## src/rtl/exp3_fluxo_dados_pkg.sv

```systemverilog
// Shared constants for the experiment-3 datapath: default widths and the
// fixed ROM contents that the datapath compares the registered switches against.
package exp3_pkg;

    localparam int N_DEF = 4;
    localparam int M_DEF = 4;

    typedef logic [N_DEF-1:0] rom_t [2**M_DEF];

    localparam rom_t ROM_CONTENT = '{
        4'b0001, 4'b0010, 4'b0100, 4'b1000,
        4'b0100, 4'b0010, 4'b0001, 4'b0001,
        4'b0010, 4'b0010, 4'b0100, 4'b0100,
        4'b1000, 4'b1000, 4'b0001, 4'b0100
    };

endpackage

```

## src/rtl/exp3_fluxo_dados_contador_m.sv

```systemverilog
// M-bit up counter with synchronous clear, count enable, asynchronous reset
// and a combinational ripple-carry-out flag at terminal count.
module contador_m #(
    parameter int M = 4
) (
    input  logic         clock,
    input  logic         reset,
    input  logic         zera,
    input  logic         conta,
    output logic [M-1:0] q,
    output logic         rco
);

    always_ff @(posedge clock or posedge reset) begin
        if (reset) begin
            q <= '0;
        end else if (zera) begin
            q <= '0;
        end else if (conta) begin
            q <= q + 1'b1;
        end
    end

    assign rco = (q == {M{1'b1}});

endmodule

```

## src/rtl/exp3_fluxo_dados.sv

```systemverilog
// Datapath for the experiment-3 control unit: address counter, fixed ROM,
// switch register and equality comparator, plus debug taps for the displays.
import exp3_pkg::*;

module exp3_fluxo_dados #(
    parameter int N = N_DEF,
    parameter int M = M_DEF
) (
    input  logic         clock,
    input  logic         reset,
    input  logic         zeraC,
    input  logic         contaC,
    input  logic         zeraR,
    input  logic         registraR,
    input  logic [N-1:0] chaves,
    output logic         fimC,
    output logic         chavesIgualMemoria,
    output logic [M-1:0] db_contagem,
    output logic [N-1:0] db_memoria,
    output logic [N-1:0] db_chaves
);

    logic [M-1:0] contagem;
    logic [N-1:0] registro;
    logic [N-1:0] memoria;

    contador_m #(.M(M)) u_contador (
        .clock (clock),
        .reset (reset),
        .zera  (zeraC),
        .conta (contaC),
        .q     (contagem),
        .rco   (fimC)
    );

    always_ff @(posedge clock or posedge reset) begin
        if (reset) begin
            registro <= '0;
        end else if (zeraR) begin
            registro <= '0;
        end else if (registraR) begin
            registro <= chaves;
        end
    end

    // Asynchronous ROM read straight off the counter value.
    assign memoria            = ROM_CONTENT[contagem];
    assign chavesIgualMemoria = (registro == memoria);

    assign db_contagem = contagem;
    assign db_memoria  = memoria;
    assign db_chaves   = registro;

endmodule

```

## config.mk

```make
export PLATFORM = sky130hd
export DESIGN_NAME = exp3_fluxo_dados
export DESIGN_NICKNAME = d
export VERILOG_FILES = /design/src/rtl/exp3_fluxo_dados_pkg.sv /design/src/rtl/exp3_fluxo_dados_contador_m.sv /design/src/rtl/exp3_fluxo_dados.sv
export SDC_FILE = /design/constraint.sdc
export NUM_CORES = 1
export LEC_CHECK = 0
export CORE_MARGIN = 4
export CORE_UTILIZATION = 38
export CTS_CLUSTER_SIZE = 14
export DETAILED_ROUTE_END_ITERATION = 8
export GPL_TIMING_DRIVEN = 0
export PLACE_DENSITY = 0.82
export SLEW_MARGIN = 25
export SYNTH_ARGS = -nofsm -noshare
export SYNTH_HDL_FRONTEND = slang
export SYNTH_SLANG_ARGS = --single-unit
```

## constraint.sdc

```tcl
create_clock -name clock -period 2.4 [get_ports clock]
set_clock_uncertainty 0.05 [all_clocks]
set_input_delay 0.48 -clock clock [delete_from_list [all_inputs] [get_ports clock]]
set_output_delay 0.48 -clock clock [all_outputs]
set_load 0.01 [all_outputs]
```

======== Yosys cells after proc, flatten, opt, wreduce, memory -nomap -nowiden ========
Memory sizes are Yosys's and may differ from the RTL's.
Cells that the tools add are included.
W data, S select, Z words.
word-level totals
  output and inout port bits .............. 14
  input bits .............................. 10
  bits in read-only memories .............. 64
  word-level logic and storage cells ...... 16
  register bits after elaboration ......... 8
  memories kept ........................... 1
cells by class
  add/subtract/negate cells ............... 1
  reduce and logical (&&, ||, !) cells .... 2
  $lt $le $gt $ge ......................... 1
  muxes and demuxes ....................... 6
  bitwise gates (word level) .............. 1
  equality and inequality tests ........... 2
memory list
  name             words  bits a word  rd ports  clocked after Yosys merged registers in  write ports  line                    source
  (no name shown)  16     4            1         0                                        0            exp3_fluxo_dados.sv:47  assign memoria = ROM_CONTENT[contagem];
operators with widths
  operator               count
  $mux W4                6
  $ge A5 B5 Y1 const B   1
  $not A4 Y5             1
  $add A4 B1 Y4 const B  1
  $eq A4 B4 Y1           1
  $eq A4 B4 Y1 const B   1
  $reduce_bool A2 Y1     2

======== Logic depth before layout (Yosys ltp) ========
  depth in word-level cells ............... 5
  gate-level depth with buffers ........... 7

======== By module ========
From an unflattened synthesis, not the netlist that was laid out.
second synthesis, totals
  cell total of the unflattened synthesis .. 66
  area, all modules ....................... 606.8 um^2
modules (own cells, without submodules)
  module            area an instance (um^2)  times used  cells an instance  seq. area each (um^2)
  exp3_fluxo_dados  404.1                    1           48                 100.1
  contador_m        202.7                    1           18                 100.1

======== Worst setup path after synthesis ========
OpenSTA, ideal clock, no wires.
  path kind ............................... register to output
  start ................................... register u_contador.q[2]
  end ..................................... output port chavesIgualMemoria
  data arrival time ....................... 1.973 ns
  cell stages (with the launch flop) ...... 8
  path buffers ............................ 1
  required time ........................... 1.870 ns
  setup slack ............................. -0.103 ns
  cell sequence ........................... dfrtp_1 > clkbuf_1 > inv_1 > ha_1 > nor2b_1 > or3_1 > a221o_1 > a211oi_2
between the ends
  cells in the longest elaborated chain, start to end .. 5
ends and longest elaborated chain
  element                                      line                               source
  start: declaration                           exp3_fluxo_dados_contador_m.sv:10  output logic [M-1:0] q,
  start signal: assignment                     exp3_fluxo_dados_contador_m.sv:20  q <= q + 1'b1;
  $not A4 Y5 (not written as such)             exp3_fluxo_dados.sv:47
  $mem_v2 Z16 W4                               -
  $mux W4 (not written as such) (2 in series)  exp3_fluxo_dados.sv:47
  $eq A4 B4 Y1                                 exp3_fluxo_dados.sv:48             assign chavesIgualMemoria = (registro == memoria);
  end: declaration                             exp3_fluxo_dados.sv:17             output logic chavesIgualMemoria,
Every way passes these cells. The select of a mux whose other input is x is not followed.

======== Worst setup path in the final report ========
  start ................................... register u_contador.q[0]
  end ..................................... output port chavesIgualMemoria
Same word-level chain as after synthesis.

==> flow_summary.yaml <==
outcome:
  outcome: "complete, but fails checks"
  failed_checks: "negative setup slack"
global_route:
  track_usage: 0.154
  grt_pass1_wl_mm: 2.77
  grt_pass1_vias: 588
  use_met1: 0.168
  use_met3: 0.0644
  met2_usage: 0.254
  antenna_found_initial: 0
  grt_max_degree: 11
  gr-total-overflow: 0
  top_usage_layer: "met2"
route:
  drtAntennaViolNets: 0
  route.vias.total: 569
  drt_iter0_drc: 3
  detail_route.wirelength_mm: 1.66
  wl_per_cell_um: 15.0
  vias_per_cell: 5.13
  drc_errors: 0
  drt-pass1-iter-count: 4
sta:
  holdWs_ps: 398
  fmax_ghz: 0.367
  period_minus_slack_ps: 2730
  max_slew_margin: 0.791
  hold_viol_final: 0
  final.setup.worst_slack_ps: -327
  worstMarginPinSlew_ps: 313
  rsz0062_at_grt: "true"
  final_max_slew_viol_count: 0
  period_share: 1.14
  final-setup-viol-count: 1
cts:
  cts_root_buffer: "clkbuf_4"
  path_clk_slew_ps: 60
  clock_latency_ps: 270
  htree_levels: 1
  clock_path_buffers: 2
  cts.sinks: 8
  numCtsBuffers: 3
  cts_tree: "done"
die:
  dieArea_um2: 2340
  core_area_um2: 1520
  initial_core_util: 0.406
  rows: 14
  die_x_um: 48.4
  die_height_um: 48.4
  io-pin-count: 24
logic_synthesis:
  synth-async-reset-ratio: 1.00
  synth-simple-area-share: 0.170
  synth.area.mux_share: 0.154
  synth_top_family_by_area: "simple AND/OR/NAND/NOR gates"
  synthAdderAreaFrac: 0.121
  synth_cell_type_count: 29
  synth_compound_area_frac: 0.109
  synth-edff-count: 0
  yosys-top-cells-count: "nor2_1 (10), dfrtp_1 (8), ha_1 (6), inv_1 (5), mux2i_1 (5)"
  synthFlopType: "dfrtp_1"
  syn_area_per_cell_um2: 9.68
  synth_nets: 80
  synthTopCellsByArea: "dfrtp_1 (32%), ha_1 (12%), mux2i_1 (8.1%)"
  synthCells: 64
  netlist_area_um2: 619
  synth-seq-cells: 8
  synth_xor_area_frac: 0.0566
  synth_top_area_frac: 0.323
  synth_area_leader_cell: "dfrtp_1"
  ys_seq_area_frac: 0.323
  synth_most_common_cell: "nor2_1"
  yosysWarnings: 0
place:
  io_buffer_count: 22
  dp.cells: 102
  place_congestion: 0.718
  dpl.hpwl_mm: 1.21
run:
  cap_violations: 0
setup_path:
  worst-path-max-fanout: 3
  crit_path_end_kind: "output port"
  worstSetupPathType: "reg2out"
  start_kind: "flop"
  cp.required_ps: 1870
  cp.arrival_ps: 2200
cells_and_area:
  areaGrowthSynthToFinish_pct: 53.3
  fin_cells: 111
  layout-drive-gt1-share: 0.263
  antenna-diode-count: 0
  post-route-util: 0.623
  nNetsFinal: 112
pwr:
  leakagePower_nw: 0.437
  finalPower_uw: 433
  vdd_drop_max_mv: 0.294
  powerDensity_nw_per_um2: 456
min_path:
  holdCritPathClass: "in2async"
[area by class of cell]
cell class                 instances  area, µm²
sequential                         8        201
fill                             117        574
inverter                           5       21.3
multi-input combinational         47        400
buffer                             4       31.3
clock buffer                       4       26.3
tap                               16       20.0
timing repair buffer              27        249
[what timing repair did]
action                     4_1_cts  5_1_grt
gates resized for setup         21        4
pin swaps                        4        2
hold buffers                     0        0
setup endpoints to repair        5        3
setup buffers                    5        0
[cell families (layout without fill, tap and decap cells)]
kind of cell / count (synthesis) / in the layout
XOR/XNOR: 4 / 4
adder cells (fa/ha/maj): 6 / 6
AO/OA/AOI/OAI: 9 / 9
AND/OR/NAND/NOR: 20 / 20
buffers and inverters: 9 / 40
flip-flops: 8 / 8
multiplexers: 8 / 8
[per-stage QoR]
step / setup WS (ps) / setup TNS (ps) / instance area (µm²)
after floorplan: -53.5 / -53.5 / 622
after global placement: -563 / -563 / 862
after detailed placement: -596 / -596 / 862
after CTS: -387 / -387 / 950
after global routing: -452 / -452 / 950
final: -327 / -327 / 950
[per-layer routing]
layer | routed length [µm] | part of all wire
met1 | 630 | 0.38
met4 | 37 | 0.022
met2 | 892 | 0.54
met5 | 0 | 0
met3 | 102 | 0.061
[report_power, final]
| part | leakage (nW) | internal, mW | switching, mW |
|---|---|---|---|
| Clock | 0.0150 | 0.0644 | 0.0578 |
| Combinational | 0.316 | 0.0874 | 0.0711 |
| Sequential | 0.105 | 0.143 | 0.00943 |
[worst max-delay path, cell delays in order (launching register included)]
cell	delay, ps
dfrtp_2	380
inv_1	100
ha_2	230
mux4_2	480
xor2_1	170
a221o_1	280
a211oi_2	130
buf_2	150
[placed cells by master (no fill, tap or decap), drive strengths merged, types with 2 or more instances in the layout]
master,count
clkdlybuf4s50,17
nor2,10
dfrtp,8
buf,8
clkbuf,7
ha,6
mux2i,5
inv,5
o21ai,3
xnor2,2
xor2,2
dlygate4sd2,2
a211oi,2
mux2,2
[state kept, by name, indices dropped and copies added, names as in the netlist]
register,cells
db_chaves,4
u_contador.q,4
[path summary, 6_finish.rpt]
path | start | depth (start not counted) | end | slack, ps
hold / removal | reset | 2 | db_chaves[2]$_DFFE_PP0P_ | 400
setup reg to reg | u_contador.q[2]$_DFFE_PP0P_ | 4 | u_contador.q[2]$_DFFE_PP0P_ | 1170
max in group asynchronous | reset | 2 | u_contador.q[0]$_DFFE_PP0P_ | 1650
min in group clock | db_chaves[3]$_DFFE_PP0P_ | 2 | db_chaves[3]$_DFFE_PP0P_ | 520
setup / recovery | u_contador.q[0]$_DFFE_PP0P_ | 7 | chavesIgualMemoria | -330
hold reg to reg | db_chaves[3]$_DFFE_PP0P_ | 2 | db_chaves[3]$_DFFE_PP0P_ | 520
(Power assumes the default switching activity.)
